$ cat config.mk
export PLATFORM = sky130hd
export DESIGN_NAME = shift_normalizer
export DESIGN_NICKNAME = d
export VERILOG_FILES = /design/src/rtl/shift_normalizer.sv
export SDC_FILE = /design/constraint.sdc
export NUM_CORES = 1
export LEC_CHECK = 0
export CAP_MARGIN = 0
export CELL_PAD_IN_SITES_DETAIL_PLACEMENT = 0
export CELL_PAD_IN_SITES_GLOBAL_PLACEMENT = 1
export CORE_ASPECT_RATIO = 0.7
export CORE_MARGIN = 2
export CORE_UTILIZATION = 25
export CTS_BUF_LIST = sky130_fd_sc_hd__clkbuf_8 sky130_fd_sc_hd__clkbuf_16
export DETAILED_ROUTE_END_ITERATION = 6
export GPL_TIMING_DRIVEN = 0
export PLACE_DENSITY_LB_ADDON = 0.2
export SKIP_LAST_GASP = 1
export SLEW_MARGIN = 20
export SYNTH_ARGS = -nofsm -noshare
export SYNTH_HDL_FRONTEND = slang
export SYNTH_SLANG_ARGS = --single-unit
$ cat constraint.sdc
create_clock -name clk -period 2.4 [get_ports clk]
set_input_delay 0.36 -clock clk [delete_from_list [all_inputs] [get_ports clk]]
set_output_delay 0.36 -clock clk [all_outputs]
set_load 0.02 [all_outputs]
$ cat src/rtl/shift_normalizer.sv
// shift_normalizer: sequential normalizer that shifts a word until its target-end bit is set.
// Reports the normalized word and the shift count.
module shift_normalizer #(
    parameter int WIDTH = 8,
    parameter int CNT_W = $clog2(WIDTH)
) (
    input  logic             clk,
    input  logic             rst_n,
    input  logic             start_i,
    input  logic [WIDTH-1:0] in_i,
    input  logic             dir_i,
    output logic             busy_o,
    output logic             done_o,
    output logic [WIDTH-1:0] out_o,
    output logic [CNT_W-1:0] shift_o,
    output logic             zero_o
);
    typedef enum logic [1:0] {IDLE, RUN, DONE} state_t;

    state_t           state_q, state_d;
    logic [WIDTH-1:0] work_q, work_d, out_q, out_d;
    logic [CNT_W-1:0] cnt_q, cnt_d, shift_q, shift_d;
    logic             dir_q, dir_d, zero_q, zero_d;
    logic             tgt;

    assign tgt = dir_q ? work_q[0] : work_q[WIDTH-1];

    always_comb begin
        state_d = state_q;
        work_d  = work_q;
        cnt_d   = cnt_q;
        dir_d   = dir_q;
        out_d   = out_q;
        shift_d = shift_q;
        zero_d  = zero_q;
        case (state_q)
            IDLE: if (start_i) begin
                state_d = RUN;
                work_d  = in_i;
                dir_d   = dir_i;
                cnt_d   = '0;
            end
            RUN: if (work_q == '0) begin
                state_d = DONE;
                out_d   = '0;
                shift_d = '0;
                zero_d  = 1'b1;
            end else if (tgt) begin
                state_d = DONE;
                out_d   = work_q;
                shift_d = cnt_q;
                zero_d  = 1'b0;
            end else begin
                work_d = dir_q ? work_q >> 1 : work_q << 1;
                cnt_d  = cnt_q + 1'b1;
            end
            default: state_d = IDLE;
        endcase
    end

    always_ff @(posedge clk or negedge rst_n) begin
        if (!rst_n) begin
            state_q <= IDLE;
            work_q  <= '0;
            cnt_q   <= '0;
            dir_q   <= 1'b0;
            out_q   <= '0;
            shift_q <= '0;
            zero_q  <= 1'b0;
        end else begin
            state_q <= state_d;
            work_q  <= work_d;
            cnt_q   <= cnt_d;
            dir_q   <= dir_d;
            out_q   <= out_d;
            shift_q <= shift_d;
            zero_q  <= zero_d;
        end
    end

    assign busy_o  = state_q == RUN;
    assign done_o  = state_q == DONE;
    assign out_o   = out_q;
    assign shift_o = shift_q;
    assign zero_o  = zero_q;
endmodule

# Word-level counts from Yosys, hierarchy flattened
# Cells that the tools add are included.
# classes
add_sub_neg	1
eq_ne	6
muxes	20
n_reduce_logical	8
# ops
cell	count
$mux 8	6
$pmux 8 s2	1
$mux 3	5
$logic_not 8->1	1
$mux 2	3
$ne 2x2->1 const B	3
$pmux 3 s2	1
$reduce_and 2->1	3
$pmux 2 s2	1
$reduce_and 4->1	1
$reduce_bool 2->1	2
$add 3x1->3 const B	1
$mux 1	3
$ne 3x1->1 const B	1
$eq 2x1->1 const B	1
$eq 2x2->1 const B	1
$logic_not 2->1	1
# totals
register_bits	26
out_inout_bits	14

# Logic depth before layout (Yosys ltp)
# Gate-level depths: netlist of the first run.
# logic_depth
depth_word	4
depth_mapped	6
mapped_depth_nobuf	4

# Worst setup path before layout of the first run
# OpenSTA, ideal clock, no wires.
# synth_path
path_type	register -> register
startpoint	register work_q[2]
endpoint	register work_q[0]
setup_ns	0.125
t_arrival_ns	1.603
required_time_ns	2.275
slack_ns	0.672
path_stages_with_launch	6
path_buffers	1
path_cell_list	dfrtp_1 > nor4_1 > a21boi_2 > a21oi_2 > buf_6 > mux2_4
# synth_between
elab_chain_cells	3
# synth_lines
element	line_no	source
start: declaration	21	logic [WIDTH-1:0] work_q, work_d, out_q, out_d;
start signal: assignment	72	work_q <= work_d;
$logic_not 8->1	43	RUN: if (work_q == '0) begin
$ne 2x2->1 (no source line)	-	
$reduce_and 4->1 (no source line)	-	
# No other way between the ends.
# A chain may end at the register's enable or synchronous reset.

# Worst setup path after layout of the first run
# layout_path
startpoint	register work_q[2]
endpoint	register work_q[3]
# layout_between
elab_chain_cells	4
elab_cells_between_ends	7
cone_classes	eq/ne (1); mux (4); reduce/logical (2)
# layout_lines
element	line_no	source
$mux 8	54	work_d = dir_q ? work_q >> 1 : work_q << 1;
$mux 8	48	end else if (tgt) begin
$mux 8	43	
$pmux 8 s2	36	case (state_q)
# Parallel ways exist; a longest one is shown, timed or not. The select of a mux whose other input is x is not followed.

==> results of run 1 <==
cell usage after synthesis:
master	number	share of area
nand2_1	11	0.033
inv_2	1	0.0030
mux2_2	5	0.044
nor4_1	2	0.0099
nor3b_1	2	0.012
buf_6	3	0.027
clkbuf_1	2	0.0059
a211o_1	1	0.0069
a22o_1	4	0.028
dfrtp_1	26	0.51
nor2b_1	1	0.0049
nand3_1	1	0.0039
nor2_1	2	0.0059
mux2i_1	8	0.063
mux2_4	12	0.14
a21oi_2	1	0.0069
nand2b_1	2	0.0099
a21boi_2	1	0.0089
o21ai_0	9	0.036
ha_1	1	0.0099
nand2b_4	1	0.011
inv_1	3	0.0089
and4b_1	1	0.0079
critical path: cells and delay by family, from the launching register on:
family / cells / cell delay [ns]
buffers and inverters: 1 / 0.21
muxes: 1 / 0.31
and+or+nand+nor: 1 / 0.50
DFF: 1 / 0.44
AOI/OAI and AO/OA: 2 / 0.43
power breakdown:
group	internal, mW	leakage, nW	switching [mW]	total (mW)
combinational	0.779	0.425	0.647	1.43
clock	0.113	0.0216	0.134	0.247
sequential	0.654	0.325	0.184	0.838
how the worst max path moves through the flow:
stage           endpoint  slack, ns  cells after the start        from
6_report       work_q[3]       0.40                      5   work_q[2]
5_1_grt           busy_o       0.30                      3  state_q[1]
4_1_cts           busy_o       0.38                      3  state_q[1]
3_5_place_dp   work_q[3]       0.41                      5   work_q[2]
3_3_place_gp   work_q[2]       0.46                      5   work_q[2]
2_1_floorplan  work_q[0]       0.67                      5   work_q[2]
sequential cells by signal, summed over array words and instances (netlist names):
name and flops:
zero_o 1, dir_q 1, shift_o 3, state_q 2, work_q 8, cnt_q 3, out_o 8
area by class of cell:
cell class                 count  share of cell area
inverter                       4             0.00915
tap                           69              0.0526
multi-input combinational     65               0.342
buffer                         5              0.0252
timing repair buffer          25               0.149
sequential                    26               0.396
clock buffer                   3              0.0252
logic make-up (layout without fill, tap and decap cells):
kind of cell | Yosys count | after routing | share of synthesized area
buffers and inverters | 9 | 37 | 0.0444
multiplexers | 25 | 25 | 0.250
AO/OA/AOI/OAI | 16 | 16 | 0.0858
flip-flops | 26 | 26 | 0.513
adder cells (fa/ha/maj) | 1 | 1 | 0.00986
AND/OR/NAND/NOR | 23 | 23 | 0.0976
metal layers:
metal	vias to the layer above	global-route usage
met5	-	0
met4	0	0.0224
met3	2	0.0393
met2	26	0.135
met1	393	0.168
li1	410	-
==> results, run 1 <==
- The number of filler cells placed in the layout is 497.
- Setup repair after global routing left no endpoint under its margin.
- The standard cell with the maximum stage delay on the critical path is nor4_1.
- The average instance in the mapped netlist occupies 12.7 sq um.
- The die area is 5670 sq um.
- The worst register-to-register path ends at work_q[3].
- The origin of the critical flop-to-flop path is work_q[2].
- The post-cts sizing count is 0.
- Timing analysis after detailed placement gives a worst setup slack of 0.414 ns.
- The final count of hold timing violations is 0.
- The transition time at the pin with the least slew margin is 0.614 ns.
- Based on the critical path, the design can be clocked at up to 501 MHz.
- The utilization of the core after routing is 0.340.
- The latest clock arrival within the worst-skew pair is 0.27 ns.
- The analysis attributes to cell leakage a power of 0.771 nW.
- The overall die width is 89.1 um.
- Setup violations remaining at the end of the flow were counted as 0.
- The floorplan core area is 4830 sq um.
- The post-route clock skew is 0.00443 ns.
- The worst setup path is launched from a register.
- The routed metal-1 wirelength is 1450 um.
- For the worst setup path, the data required time is 2.56 ns.
- The number of buffer cells added on primary ports is 25.
- The top fanout value on the critical path is 10.
- In this run the clock root is driven by a clkbuf_8.
- The H-tree depth is 1.
- The hold buffer count at cts is 0.
- The final-layout setup total negative slack is 0 ns.
- Of the available clock period, the critical path in the final layout requires 0.832.
- The routed via count is 831.
- The area growth from synthesis to layout is 29.4%.
- The library cell used most frequently in the layout, excluding fill and tap cells, is dfrtp_1.
- The area of the multi-input gates is 562 sq um.
- The tool flagged a number of max-cap violations equal to 0.
- Leaving out fill and tap cells, the most frequent cells in the layout are 26 x dfrtp_1, 24 x clkdlybuf4s50_1, 12 x mux2_4.
- The finished layout holds 197 standard cells, fillers aside.
- For this run, the register share of the synthesized area comes to 0.513.
- The data arrival time at the worst-slack endpoint is 2.16 ns.
- In the synthesized netlist, the number of instances is 100.
- The synthesized netlist net count is 113.
- The worst supply voltage drop on vdd is 0.468 mV.
- The worst hold path belongs to the class in2async.
- The max-slew violation count is 0.
- In this run the count of I/O pins placed on the die edge is 26.
- The highest cell delay on the worst timing path is 0.50 ns.
- The initial antenna violation count is 0.
- The signal on the critical path passes through nor4_1 -> a21boi_2 -> a21oi_2 -> buf_6 -> mux2_4.
- The first detailed-routing pass took 4 iterations.
- The clock net in this run drives a total of 26 sinks.
- The detail route stage leaves a number of antenna-violating nets equal to 0.
- The worst hold-check slack is 0.0934 ns.
- Detailed placement finished with a half-perimeter wire length of 1930 um.
- The length of routed met2 wiring is 1130 um.
- The worst-case reg-to-reg path depth is 5.
- The remaining routing DRC violations is 0.
- Dividing the detail-routed via count by the number of cells gives 4.22.
- The worst setup path is of the reg2reg kind.
- Power comes to 2.51 mW.
- The critical path capture point type is a register.
- After routing the design area is 1640 sq um.
- After synthesis the netlist holds a flip-flop and latch count of 26.
- The number of clock buffers added by TritonCTS is 3.
- The synthesized netlist contains 23 unique library cells.
- The CTS tree is done.
- Dividing total power by cell area gives a power density of 1530 nW/um^2.
- The post-CTS setup buffer count is 0.
- The first global-routing pass estimated 4580 um of wire.
- Global routing finished with a remaining overflow of 0.
- In this run the deepest clock path goes through 2 buffers.
- The height of the die is 63.6 um.
- In the final routed layout, each cell accounts on average for 14.2 um.
- The flow ran to the end, and the final reports show no timing, DRC or antenna violations.
- The antenna cell count is 0.
- The number of violations reported at the end of detailed-routing iteration 0 is 36.
- The headroom to the max-slew limit is 0.591.
- The total wire length is 2800 um.
- After synthesis the cells add up to 1270 sq um.
- The final weighted congestion in routability-driven placement is 0.677.
- Once placement completed, the tool counted placed cells totaling 194.
- The share of cells above drive strength 1 is 0.219.
- The number of cell rows is 21.
- The detailed router used layers up to and including met4.
- The routed length on met3 is 205 um.
- The register area is 651 sq um.
- The total placed instance area is 1600 sq um.
- During synthesis, Yosys emitted a total of 0 warnings.
- Entering global routing, the biggest net connects 27 pins.
- The worst reg-to-reg setup slack is 0.40 ns.
- For this run, the total global-route usage over all layers was measured as 0.107.
- The number of global-route vias before repair was 873.
- After clock tree synthesis, the clock-pin slew on the worst setup and hold paths is 0.09 ns.
- The number of nets in the layout is 143.
- For the finished layout, the period the worst path requires is 2.00 ns.
- Across all setup checks in the final design, the least slack found is 0.402 ns.
- For this configuration, the core starts out at a cell density of 0.262.
Note: power is estimated with default switching activity, not from simulation.
==> run 2: changes to the inputs <==
clock period = 1.6 ns   (was 2.4 ns; I/O delays follow)
==> run 2 against run 1 <==
Compared with the run above:
- the flow now finishes with violations (setup timing)
- routed wire length rose by 7.9%
- via count rose by 8.5%
- sequential share of layout area fell by 4.2 points
- non-clock buffer count rose by 12
- register-to-register slack got worse by 0.49 ns
- worst hold slack improved by 0.41 ns
- setup slack got worse by 0.49 ns
- die area did not move
- global-route usage rose by 0.81 points
- sequential power rose by 55%
- fmax rose by 18%
- critical path type unchanged
- critical endpoint is now work_q[1]
- largest cell class unchanged
- largest power group unchanged
==> results, run 2 (synthesis results as in run 1) <==
- The flow ran to the end, but the final reports show violations.
- The checks that failed: setup timing.
- The time the final worst path needs with I/O delays and setup was 1.69 ns (-0.310 ns).
- The top fanout value on the critical path came to 8 (-2).
- The final non-filler cell area came to 1860 sq um (+13%).
- The worst supply voltage drop on vdd was 0.704 mV (+51%).
- The synthesis-to-finish area growth is 46.5%.
- The worst reg-to-reg setup slack is -0.09 ns (-0.49 ns).
- The final setup slack of the worst path is -0.0875 ns (-0.490 ns).
- The final weighted congestion in routability-driven placement is 0.695 (+2.7%).
- The worst-case reg-to-reg path depth is 5 (unchanged).
- The height of the die is 63.6 um (unchanged).
- The latest clock arrival within the worst-skew pair was 0.28 ns (about the same).
- The post-layout total power is 4.54 mW (+81%).
- The total wire length came to 3020 um (+7.9%).
- The worst min-delay path category is in2async.
- The share of cells above drive strength 1 was 0.355 (+0.136).
- The kind of critical path is reg2reg.
- The leakage power summed over all cells is 0.873 nW (+13%).
- The maximum clock path buffer count is 2 (unchanged).
- The average vias per placed instance is 4.30 (+1.8%).
- The total placed instance area is 1620 sq um (+1.0%).
- The number of filler cells placed in the layout was 488 (-1.8%).
- The initial antenna violation count is 0 (unchanged).
- The aggregate global-route resource usage is 0.115 (+0.00811).
- The number of global-route vias before repair was 881 (+0.92%).
- The number of nets in the layout is 155 (+8.4%).
- The tree is rooted in a clkbuf_8.
- The data arrival time at the worst-slack endpoint is 1.85 ns (-0.31 ns).
- The met2 capacity usage during global routing came to 0.148 (+0.0130).
- The routed length per instance was 14.4 um (+1.3%).
- The maximum number of pins on one net before global-route repair is 27 (unchanged).
- The peak clock frequency supported by timing came to 593 MHz (+18%).
- The starting density of the core is 0.262 (unchanged).
- The post-CTS clock slew at the launch and capture registers of the worst setup and hold paths is 0.10 ns (about the same).
- The total CTS buffers is 3 (unchanged).
- The library cells used most frequently in the layout, excluding fill and tap cells, are 22 x clkdlybuf4s50_1, 20 x dfrtp_1, 14 x mux2_4.
- The overall die width is 89.1 um (unchanged).
- The first-pass GRT wire length is 4840 um (+5.7%).
- The number of violations reported at the end of detailed-routing iteration 0 is 13 (-64%).
- The headroom to the max-slew limit is 0.601 (+0.0102).
- The transition time at the pin with the least slew margin is 0.599 ns (-0.0152 ns).
- The routed via count is 902 (+8.5%).
- The utilization of the core after routing came to 0.385 (+0.0450).
- Setup repair after global routing could not meet its margin everywhere.
- The number of clock sinks seen by CTS came to 26 (unchanged).
- The final count of hold timing violations is 0 (unchanged).
- The number of antenna-violating nets in the routed design is 0 (unchanged).
- The total iterations of the first detailed-routing run is 5 (+1).
- The top-level port count is 26 (unchanged).
- The met1 track demand over resource in global routing is 0.181 (+0.0136).
- The number of cell rows came to 21 (unchanged).
- The remaining global-route overflow is 0 (unchanged).
- The final-layout setup total negative slack is -1.17 ns (-1.17 ns).
- The critical path capture point type is a register.
- The CTS tree is done.
- The post-route clock skew was 0.0125 ns (+0.00808 ns).
- The floorplan core area came to 4830 sq um (unchanged).
- The reg-to-reg endpoint is work_q[1].
- The origin of the critical flop-to-flop path is work_q[7].
- The cell area power density is 2440 nW/um^2 (+60%).
- The antenna cell count came to 0 (unchanged).
- The post-route fraction of the period consumed by the critical path came to 1.05 (+0.222).
- The met3 layer usage reported by global route is 0.0393 (unchanged).
- The number of buffer cells added on primary ports was 25 (unchanged).
- The most common library cell in the layout ignoring fill and taps is clkdlybuf4s50_1.
- The H-tree depth was 1 (unchanged).
- The total half-perimeter wirelength after legalization and detailed placement was 1970 um (+2.3%).
- The remaining routing DRC violations was 0 (unchanged).
- The global-route layer with the greatest usage is met1.
- The max-slew violation count is 0 (unchanged).
- The number of maximum-capacitance constraint violations came to 0 (unchanged).
- The critical path data required time is 1.76 ns (-0.80 ns).
- The die area came to 5670 sq um (unchanged).
- The critical path startpoint category is a register.
- The number of failing setup endpoints in the final timing report is 19 (+19).
run 2: changes by cell type in the layout (fill, tap and decap cells not counted), sizes merged:
cell,change
clkdlybuf4s50,-2
clkbuf,+1
buf,+11
dlygate4sd2,+1
bufinv,+1
dlygate4sd3,+1
run 2: through the flow:
stage / instances / setup slack [ns] / hold WS, ns
after floorplan: 100 / -0.0450 / -0.0556
after global placement: 194 / -0.286 / 0.489
after detailed placement: 194 / -0.295 / 0.287
after CTS: 210 / -0.104 / 0.519
after global routing: 210 / -0.173 / 0.539
final: 210 / -0.0875 / 0.507
run 2: timing repair:
| item | in CTS | in global routing |
|---|---|---|
| setup buffers | 11 | 0 |
| setup endpoints to repair | 26 | 23 |
| gates resized for setup | 19 | 2 |
| pin swaps | 5 | 3 |
| endpoints found under the hold margin | 26 | 0 |
| hold buffers | 1 | 0 |
run 2: how the worst max path moves through the flow:
stage | from | end
2_1_floorplan | dir_q | out_o[2]
3_3_place_gp | work_q[5] | work_q[0]
3_5_place_dp | dir_q | out_o[7]
4_1_cts | work_q[7] | work_q[1]
5_1_grt | work_q[7] | work_q[5]
6_report | work_q[7] | work_q[1]
run 2: report_power, final:
part           internal, mW  switching (mW)  leakage (nW)
Clock                 0.335           0.223        0.0357
Sequential            0.995           0.302         0.318
Combinational          1.54            1.14         0.519
run 2: final cells by class:
class,instances,area (sq um),area share
Buffer,5,53.8,0.0289
Timing Repair Buffer,37,348,0.187
Tap cell,69,86.3,0.0464
Clock buffer,3,41.3,0.0222
Sequential cell,26,658,0.354
Clock inverter,1,30.0,0.0162
Inverter,4,15.0,0.00808
Multi-Input combinational cell,65,627,0.337
run 2: metal layers:
metal / routed length [um] / up-vias / share of wire
li1: - / 434 / -
met5: 0 / - / 0
met2: 1220 / 24 / 0.40
met3: 147 / 2 / 0.049
met1: 1630 / 442 / 0.54
met4: 16 / 0 / 0.0053
run 2: worst max-delay path, cell delays in order (launching register included):
cell and delay, ns:
dfrtp_2 0.46, nor4_4 0.35, a21boi_4 0.12, a21oi_4 0.17, buf_8 0.17, mux2_4 0.31
==> run 3: changes to the inputs <==
--- a/constraint.sdc
+++ b/constraint.sdc
@@ -3,2 +3,2 @@
 set_output_delay 0.24 -clock clk [all_outputs]
-set_load 0.02 [all_outputs]
+set_load 0.1 [all_outputs]
==> run 3 against run 2 <==
Compared with the run above:
- the run still ends with setup timing left
- global-route usage grew 0.89 points
- sequential share of layout area is essentially flat
- clock skew is 0.0060 ns lower
- die area unchanged
- final area is 0.13% lower
- via count up 1.0%
- final cell count is 0.48% higher
- critical endpoint is now out_o[4]
- routed wire length is 8.9% higher
- critical path depth did not move
==> results, run 3 (synthesis results as in run 1) <==
- The flow ran to the end, but the final reports show violations.
- The checks that failed: setup timing.
- The worst-case reg-to-reg path depth is 5 (unchanged).
- The reg-to-reg endpoint is out_o[4].
- The number of filler cells placed in the layout is 499 (+2.3%).
- The number of cell rows is 21 (unchanged).
- The post-route fraction of the period consumed by the critical path came to 1.06 (+0.00706).
- The number of violations reported at the end of detailed-routing iteration 0 is 36 (+23).
- The critical path capture point type is a register.
- The average vias per placed instance is 4.32 (+0.52%).
- The top cell types in the final layout, fill and taps aside, are 21 x dfrtp_1, 14 x mux2_4, 12 x clkdlybuf4s15_2.
- The height of the die was 63.6 um (unchanged).
- The time the final worst path needs with I/O delays and setup is 1.70 ns (+0.0113 ns).
- The number of buffer cells added on primary ports is 25 (unchanged).
- In this run the critical register-to-register path is launched from work_q[7].
- The post-route clock skew is 0.00647 ns (-0.00604 ns).
- The maximum number of pins on one net before global-route repair came to 27 (unchanged).
- The latest clock arrival within the worst-skew pair is 0.27 ns (about the same).
- The die area is 5670 sq um (unchanged).
- The final weighted congestion in routability-driven placement is 0.705 (+1.4%).
- The post-CTS clock slew at the launch and capture registers of the worst setup and hold paths is 0.10 ns (about the same).
- The utilization of the core after routing is 0.384 (-0.000518).
- The worst reg-to-reg setup slack was -0.1 ns (about the same).
- The number of failing setup endpoints in the final timing report is 22 (+3).
- The critical path data required time is 1.76 ns (about the same).
- The max-slew violation count is 0 (unchanged).
- The antenna cell count was 0 (unchanged).
- The total iterations of the first detailed-routing run came to 4 (-1).
- The remaining global-route overflow is 0 (unchanged).
- The aggregate global-route resource usage was 0.124 (+0.00890).
- The synthesis-to-finish area growth is 46.4%.
- Setup repair after global routing could not meet its margin everywhere.
- The top-level port count is 26 (unchanged).
- The kind of critical path is reg2reg.
- The worst min-delay path category is in2async.
- The first-pass GRT wire length was 5200 um (+7.4%).
- The peak clock frequency supported by timing came to 589 MHz (-0.67%).
- The routed via count is 911 (+1.0%).
- The final setup slack of the worst path came to -0.0988 ns (-0.0113 ns).
- STA classifies the critical path startpoint as a register.
- TritonCTS built the clock tree.
- The routed length per instance came to 15.6 um (+8.4%).
- The floorplan core area is 4830 sq um (unchanged).
- The total wire length came to 3290 um (+8.9%).
- The share of cells above drive strength 1 is 0.458 (+0.103).
- The maximum clock path buffer count is 2 (unchanged).
- The starting density of the core is 0.262 (unchanged).
- The headroom to the max-slew limit is 0.586 (-0.0151).
- The top fanout value on the critical path was 10 (+2).
- The transition time at the pin with the least slew margin is 0.622 ns (+0.0226 ns).
- The setup slack at placement is -0.510 ns (-0.214 ns).
- The overall die width is 89.1 um (unchanged).
- The clock root buffer is clkbuf_8.
- The H-tree depth is 1 (unchanged).
- The total half-perimeter wirelength after legalization and detailed placement is 2030 um (+2.9%).
- The final count of hold timing violations is 0 (unchanged).
- The initial antenna violation count is 0 (unchanged).
- The data arrival time at the worst-slack endpoint is 1.86 ns (about the same).
- The number of antenna-violating nets in the routed design is 0 (unchanged).
- The number of clock sinks seen by CTS is 26 (unchanged).
- The number of maximum-capacitance constraint violations was 0 (unchanged).
- The total CTS buffers is 3 (unchanged).
- The number of global-route vias before repair is 984 (+12%).
- Leaving out fill and tap cells, the most frequent cell in the layout is dfrtp_1.
- The remaining routing DRC violations is 0 (unchanged).
- The number of nets in the layout came to 156 (+0.65%).
run 3: cell types whose count changed in the layout (fill, tap and decap cells not counted), sizes merged:
cell and delta:
bufinv -1, clkdlybuf4s50 -12, clkbuf +1, buf +2, dlygate4sd2 -1, clkdlybuf4s15 +12
run 3: per-stage QoR:
stage	setup TNS [ns]	cell area (sq um)	hold slack (ns)	instances
2_1_floorplan	-0.535	1290	-0.0556	100
3_3_place_gp	-9.15	1630	0.490	194
3_5_place_dp	-6.77	1620	0.302	194
4_1_cts	-1.62	1840	0.525	210
5_1_grt	-3.11	1860	0.539	211
6_report	-1.52	1860	0.507	211
run 3: metal layers:
layer / track usage / up-vias / wire, um
met3: 0.0341 / 2 / 165
met4: 0.0280 / 0 / 19
li1: - / 435 / -
met1: 0.190 / 454 / 1710
met2: 0.169 / 20 / 1390
met5: 0 / - / 0
run 3: how the worst max path moves through the flow:
stage / endpoint / cells past startpoint / from / slack [ns]
floorplan: out_o[2] / 6 / dir_q / -0.05
CTS: busy_o / 3 / state_q[1] / -0.12
global placement: busy_o / 3 / state_q[1] / -0.49
detailed placement: busy_o / 3 / state_q[1] / -0.51
global route: out_o[5] / 6 / dir_q / -0.17
finish: out_o[4] / 5 / work_q[7] / -0.1
run 3: worst max-delay path: stages, from the launching register on:
cell and delay [ns]:
dfrtp_1 0.50, mux2i_4 0.19, a21boi_4 0.26, nand2b_4 0.19, buf_12 0.15, mux2_4 0.30
run 3: layout make-up:
type | count | area [sq um] | share of cell area
timing repair buffer | 38 | 357 | 0.192
inverter | 4 | 17.5 | 0.00943
clock buffer | 4 | 55.1 | 0.0296
tap | 69 | 86.3 | 0.0465
buffer | 5 | 50.0 | 0.0270
sequential | 26 | 657 | 0.354
multi-input combinational | 65 | 634 | 0.342
run 3: timing repair:
item / CTS / global route
endpoints found under the setup margin: 38 / 24
hold buffers: 1 / 0
gates resized for setup: 60 / 4
endpoints found under the hold margin: 26 / 0
setup buffers: 10 / 1
cloned: 1 / 0
pin swaps: 5 / 2
Power of run 3 is not shown: default switching activity piles up to over one toggle a cycle in this logic, so the estimate is an artifact.
